--- config.mk ---
export PLATFORM = sky130hd
export DESIGN_NAME = pc_sequencer
export DESIGN_NICKNAME = d
export VERILOG_FILES = /design/src/rtl/p7_defs.sv /design/src/rtl/pc_sequencer.sv
export SDC_FILE = /design/constraint.sdc
export NUM_CORES = 1
export LEC_CHECK = 0
export ABC_CLOCK_PERIOD_IN_PS = 2700
export CAP_MARGIN = 20
export CORE_UTILIZATION = 47
export CTS_BUF_LIST = sky130_fd_sc_hd__clkbuf_16
export CTS_CLUSTER_SIZE = 25
export DETAILED_ROUTE_END_ITERATION = 16
export PLACE_DENSITY = 0.94
export SYNTH_ARGS = -nofsm -noshare
export SYNTH_HDL_FRONTEND = slang
export SYNTH_SLANG_ARGS = --single-unit
--- constraint.sdc ---
create_clock -name clk -period 2.7 [get_ports clk]
set_clock_uncertainty 0.05 [all_clocks]
set_input_delay 0.27 -clock clk [delete_from_list [all_inputs] [get_ports clk]]
set_output_delay 0.27 -clock clk [all_outputs]
set_load 0.01 [all_outputs]
--- src/rtl/p7_defs.sv ---
// Shared p7 pipeline definitions: PC-update source codes, next-PC sequencer states
// and the legal text-segment window.
package p7_defs;

  localparam logic [1:0] SRC_SEQ  = 2'd0;
  localparam logic [1:0] SRC_BR   = 2'd1;
  localparam logic [1:0] SRC_ERET = 2'd2;
  localparam logic [1:0] SRC_EXC  = 2'd3;

  typedef enum logic [1:0] {
    ST_RUN   = 2'd0,
    ST_HOLD  = 2'd1,
    ST_FLUSH = 2'd2
  } seq_state_e;

  localparam logic [31:0] TEXT_LO = 32'h0000_3000;
  localparam logic [31:0] TEXT_HI = 32'h0000_6FFC;

endpackage

--- src/rtl/pc_sequencer.sv ---
// Next-PC controller for p7: arbitrates exception/eret/branch/sequential PC sources,
// buffers branches that land in a stall, and sequences the post-redirect flush window.
// Optional fetch address-error flag enabled by defining PC_ALIGN_CHECK_EN.
module pc_sequencer
  import p7_defs::*;
#(
  parameter logic [31:0] RESET_PC     = 32'h0000_3000,
  parameter logic [31:0] EXC_ENTRY    = 32'h0000_4180,
  parameter int          FLUSH_CYCLES = 1
) (
  input  logic        clk,
  input  logic        reset_n,
  input  logic [31:0] cur_pc,
  input  logic        stall,
  input  logic        m_stall,
  input  logic        br_taken,
  input  logic [31:0] br_target,
  input  logic        exc_req,
  input  logic        eret_req,
  input  logic [31:0] epc,
  output logic        pc_we,
  output logic [31:0] next_pc,
  output logic        flush_all,
  output logic [1:0]  redirect_src,
`ifdef PC_ALIGN_CHECK_EN
  output logic        fetch_adel,
`endif
  output logic        pend_valid
);

  localparam logic [2:0] FLUSH_INIT = FLUSH_CYCLES[2:0];

  seq_state_e  state, state_nxt;
  logic [31:0] pend_target, pend_target_nxt;
  logic        pend_valid_nxt;
  logic [2:0]  flush_cnt, flush_cnt_nxt;
  logic        hold;
  logic [31:0] seq_pc;

  assign hold   = stall | m_stall;
  assign seq_pc = cur_pc + 32'd4;

  always_comb begin
    pc_we           = 1'b0;
    next_pc         = seq_pc;
    redirect_src    = SRC_SEQ;
    flush_all       = 1'b0;
    state_nxt       = state;
    pend_valid_nxt  = pend_valid;
    pend_target_nxt = pend_target;
    flush_cnt_nxt   = flush_cnt;

    // CP0 redirects override everything, including stalls
    if (exc_req || eret_req) begin
      pc_we          = 1'b1;
      next_pc        = exc_req ? EXC_ENTRY : epc;
      redirect_src   = exc_req ? SRC_EXC : SRC_ERET;
      flush_all      = 1'b1;
      pend_valid_nxt = 1'b0;
      flush_cnt_nxt  = FLUSH_INIT;
      state_nxt      = ST_FLUSH;
    end else begin
      case (state)
        ST_RUN: begin
          if (!hold) begin
            pc_we = 1'b1;
            if (pend_valid) begin
              next_pc        = pend_target;
              redirect_src   = SRC_BR;
              pend_valid_nxt = 1'b0;
            end else if (br_taken) begin
              next_pc      = br_target;
              redirect_src = SRC_BR;
            end
          end else if (br_taken && !pend_valid) begin
            pend_target_nxt = br_target;
            pend_valid_nxt  = 1'b1;
            state_nxt       = ST_HOLD;
          end
        end
        ST_HOLD: begin
          next_pc      = pend_target;
          redirect_src = SRC_BR;
          if (!hold) begin
            pc_we          = 1'b1;
            pend_valid_nxt = 1'b0;
            state_nxt      = ST_RUN;
          end
        end
        ST_FLUSH: begin
          pc_we = !hold;
          // counter runs down regardless of stalls; a zero count is treated as expired
          if (flush_cnt <= 3'd1) begin
            flush_cnt_nxt = 3'd0;
            state_nxt     = ST_RUN;
          end else begin
            flush_cnt_nxt = flush_cnt - 3'd1;
          end
        end
        default: state_nxt = ST_RUN;
      endcase
    end

    if (!reset_n) begin
      pc_we        = 1'b0;
      next_pc      = RESET_PC;
      redirect_src = SRC_SEQ;
      flush_all    = 1'b0;
    end
  end

  always_ff @(posedge clk or negedge reset_n) begin
    if (!reset_n) begin
      state       <= ST_RUN;
      pend_valid  <= 1'b0;
      pend_target <= 32'd0;
      flush_cnt   <= 3'd0;
    end else begin
      state       <= state_nxt;
      pend_valid  <= pend_valid_nxt;
      pend_target <= pend_target_nxt;
      flush_cnt   <= flush_cnt_nxt;
    end
  end

`ifdef PC_ALIGN_CHECK_EN
  logic bad_addr;
  assign bad_addr = (next_pc[1:0] != 2'b00) || (next_pc < TEXT_LO) || (next_pc > TEXT_HI);

  always_ff @(posedge clk or negedge reset_n) begin
    if (!reset_n)     fetch_adel <= 1'b0;
    else if (exc_req) fetch_adel <= 1'b0;
    else if (pc_we)   fetch_adel <= bad_addr;
  end
`endif

endmodule

==> out/qor.log <==
[outcome] violated checks negative setup slack
[global_route] global-route usage over all layers 43.4%
[routing] via count 4708
[cells_and_area] most used cells in the layout excluding fill and tap cells 104 x clkdlybuf4s50_1, 84 x buf_4, 36 x dfrtp_1
[cells_and_area] most common library cell in the layout ignoring fill and taps clkdlybuf4s50_1
[die] IO Count 140
[cts] buffer cell driving the clock tree root clkbuf_16
[cts] Num CTS Buffers 5
[sta] Hold Violations, Final 0
[cts] number of sinks driven by the clock tree 38
[sta] crit share post-route 107%
[cells_and_area] multi-input gate area in the final layout 0.00236 mm²
[critical_path] CP Data Arrival Time 2.56 ns
[cells_and_area] fraction of final layout cells with drive strength greater than 1 32.0%
[sta] final worst setup slack -0.182 ns
[global_route] wire length of the first global-routing pass 24600 µm
[cells_and_area] Final nets 695
[sta] minimum clock period 2.88 ns
[die] area of the die 0.00745 mm²
[sta] transition at the pin with the smallest max-transition slack 0.736 ns
[sta] Final Max Tran Viols 0
[die] DIE WIDTH 86.3 µm
[routing] Avg Vias per Cell 6.86
[cells_and_area] post-layout utilization of the core 84.7%
[die] die boundary height 86.3 µm
[place] last weighted congestion value of the routability-driven placer 0.981
[cells_and_area] area growth from synthesis to layout 73.1%
[routing] drt pass-1 iters 7
[logic_synthesis] part of the Yosys area used for sequential elements 28.5%
[min_path] hold crit path type input pin to async pin
[cells_and_area] diode insertion count for antenna repair 0
[critical_path] kind of end point of the critical path output pin
[logic_synthesis] Cells after Synth 383
[logic_synthesis] largest cells by area after synthesis dfrtp_1 28%, mux2_2 10%, xnor2_1 6.0%
[job] max-cap violations 0
[logic_synthesis] Post-synth EDFFs 0
[critical_path] critical path start-end classification input pin to output pin
[place] Post-Place Cell Area 0.00530 mm²
[logic_synthesis] Mapped Area 0.00334 mm²
[cells_and_area] total non-filler cell area in the finished layout 0.00579 mm²
[logic_synthesis] cell accounting for the most synthesized area dfrtp_1
[sta] relative slew slack 50.8%
[sta] final number of setup-violating endpoints 3
[cts] number of H-tree levels 2
[cts] Max Root-Sink Buffers 2
[logic_synthesis] mean post-synth cell area 8.73 µm²
[logic_synthesis] net count of the mapped netlist 489
[routing] average wire per cell in the routed design 24.4 µm
[routing] detailed-route DRC error count 0
[global_route] pin count of the biggest net entering global routing 32
[cts] clock-pin transition on the worst setup and hold timing paths 0.07 ns
[logic_synthesis] Post-synth ARST share 100%
[routing] number of design-rule violations left by the first detailed-router iteration 589
[die] Core Box Area 0.00683 mm²
[die] Initial Utilization 48.9%
[cells_and_area] area of all sequential standard cells 953 µm²
[cts] TritonCTS clock tree built
[logic_synthesis] Synth Register Bits 38
[place] HPWL Detailed 10900 µm
[power] static leakage 2.49 nW
[routing] total detailed-routing wirelength 16800 µm
[power] power density normalized to cell area 402 mW/mm²
[cts] clock insertion delay at the later pin of the skew report 0.28 ns
[outcome] status complete, but fails checks
[logic_synthesis] post-synth cell types 63
[power] maximum resistive drop on vdd 0.000592 V
[global_route] initial antenna violation count 0
[global_route] via count of the first global-routing pass 4597
[critical_path] Worst Reg-to-Reg Cells 6
[sta] RSZ-0062 raised after global routing true
[logic_synthesis] Synthesis Warnings 0
[critical_path] Startpoint Class input pin
[place] Port Buffers 139
[global_route] residual overflow from global routing 0
[logic_synthesis] primary flip-flop cell chosen by synthesis mapping dfrtp_1
[die] Row Count 30
[critical_path] maximum net fanout on the critical path 5
[cells_and_area] fillers 353
[logic_synthesis] share of Yosys cell area claimed by the top area cell type 28.5%
[critical_path] Req. time, crit path 2.38 ns
[routing] Final ANT Viol Nets 0
[sta] achievable frequency 347 MHz
through the flow:
| step | total power (W) | cells | hold slack [ns] | worst slack, ns | TNS, ns |
|---|---|---|---|---|---|
| after floorplan | 0.00105 | 383 | -0.0756 | 0.686 | 0 |
| after global placement | 0.00141 | 660 | 0.211 | -0.164 | -2.17 |
| after detailed placement | 0.00146 | 660 | 0.217 | -0.368 | -4.45 |
| after CTS | 0.00225 | 678 | 0.0885 | -0.147 | -0.195 |
| after global routing | 0.00237 | 686 | 0.131 | -0.217 | -0.552 |
| final | 0.00232 | 686 | 0.101 | -0.182 | -0.316 |
cells by family (layout without fill, tap and decap cells):
kind of cell               after synthesis  after routing  share of synthesized area, %
buffers and inverters                   47            254                          6.44
muxes                                   32             32                          10.8
xor gates and xnor gates                27             27                          7.08
adders and majority gates                3              3                          1.12
AOI/OAI and AO/OA                      118            118                          25.0
and+or+nand+nor                        118            118                          21.2
DFF                                     38             38                          28.5
flip-flops by register name, indices dropped and copies added (netlist names):
register	cells
state	2
pend_target	32
pend_valid	1
flush_cnt	3
where the power goes:
part           internal [W]  switching (W)  total (W)
sequential         0.000693       0.000113   0.000805
clock              0.000527       0.000256   0.000782
combinational      0.000401       0.000335   0.000736
metal layers:
layer | wire, µm | GRT usage (%) | vias up
met3 | 2110 | 10.6 | 179
met5 | 0 | 0 | -
li1 | - | - | 1867
met1 | 5550 | 51.6 | 2154
met2 | 7630 | 70.8 | 508
met4 | 1470 | 27.1 | 0
synth_stat cells (all sizes together) (3+ instances only):
library cell,instances
dfrtp,38
mux2,32
a21oi,27
o22ai,24
nor2,23
xnor2,23
nand2,21
buf,16
clkbuf,16
nand3,16
nor3,16
o21ai,15
inv,14
a221oi,10
o221ai,10
nand4,8
and3,6
nand2b,6
nor4,5
o2111ai,5
a211oi,4
and4,4
o21a,4
xor2,4
a2111oi,3
and2,3
ha,3
o32a,3
or2,3
or3,3
repair_timing:
item	4_1_cts	5_1_grt
endpoints found under the setup margin	33	19
buffers inserted	9	8
pin swaps	12	8
endpoints found under the hold margin	14	0
hold buffers	1	0
gates resized for setup	55	40
layout make-up:
| cell class | instances | area share [%] |
|---|---|---|
| inverters | 15 | 0.995 |
| well taps | 96 | 2.08 |
| flip-flops and latches | 38 | 16.5 |
| repair buffers | 231 | 36.4 |
| clock inverters | 3 | 1.10 |
| clock buffers | 5 | 2.16 |
| multi-input cells | 298 | 40.7 |
path summary, 6_finish.rpt:
path / endpoint / slack (ns) / start
setup / recovery: next_pc[16] / -0.18 / br_taken
hold / removal: pend_target[13]$_DFFE_PN0P_ / 0.10 / reset_n
setup reg to reg: pend_target[22]$_DFFE_PN0P_ / 0.65 / state[1]$_DFFE_PN0P_
hold reg to reg: pend_target[4]$_DFFE_PN0P_ / 0.46 / pend_target[4]$_DFFE_PN0P_
max in group asynchronous: pend_target[26]$_DFFE_PN0P_ / 1.43 / reset_n
min in group clk: pend_target[4]$_DFFE_PN0P_ / 0.46 / pend_target[4]$_DFFE_PN0P_
worst max-delay path: stages:
cell and delay, ns:
clkdlybuf4s50_1 0.49, or2b_4 0.28, or4_4 0.52, buf_4 0.18
o22ai_1 0.36, a221oi_2 0.15, dlygate4sd2_1 0.31
No activity file was read; power rests on OpenSTA's default activity.
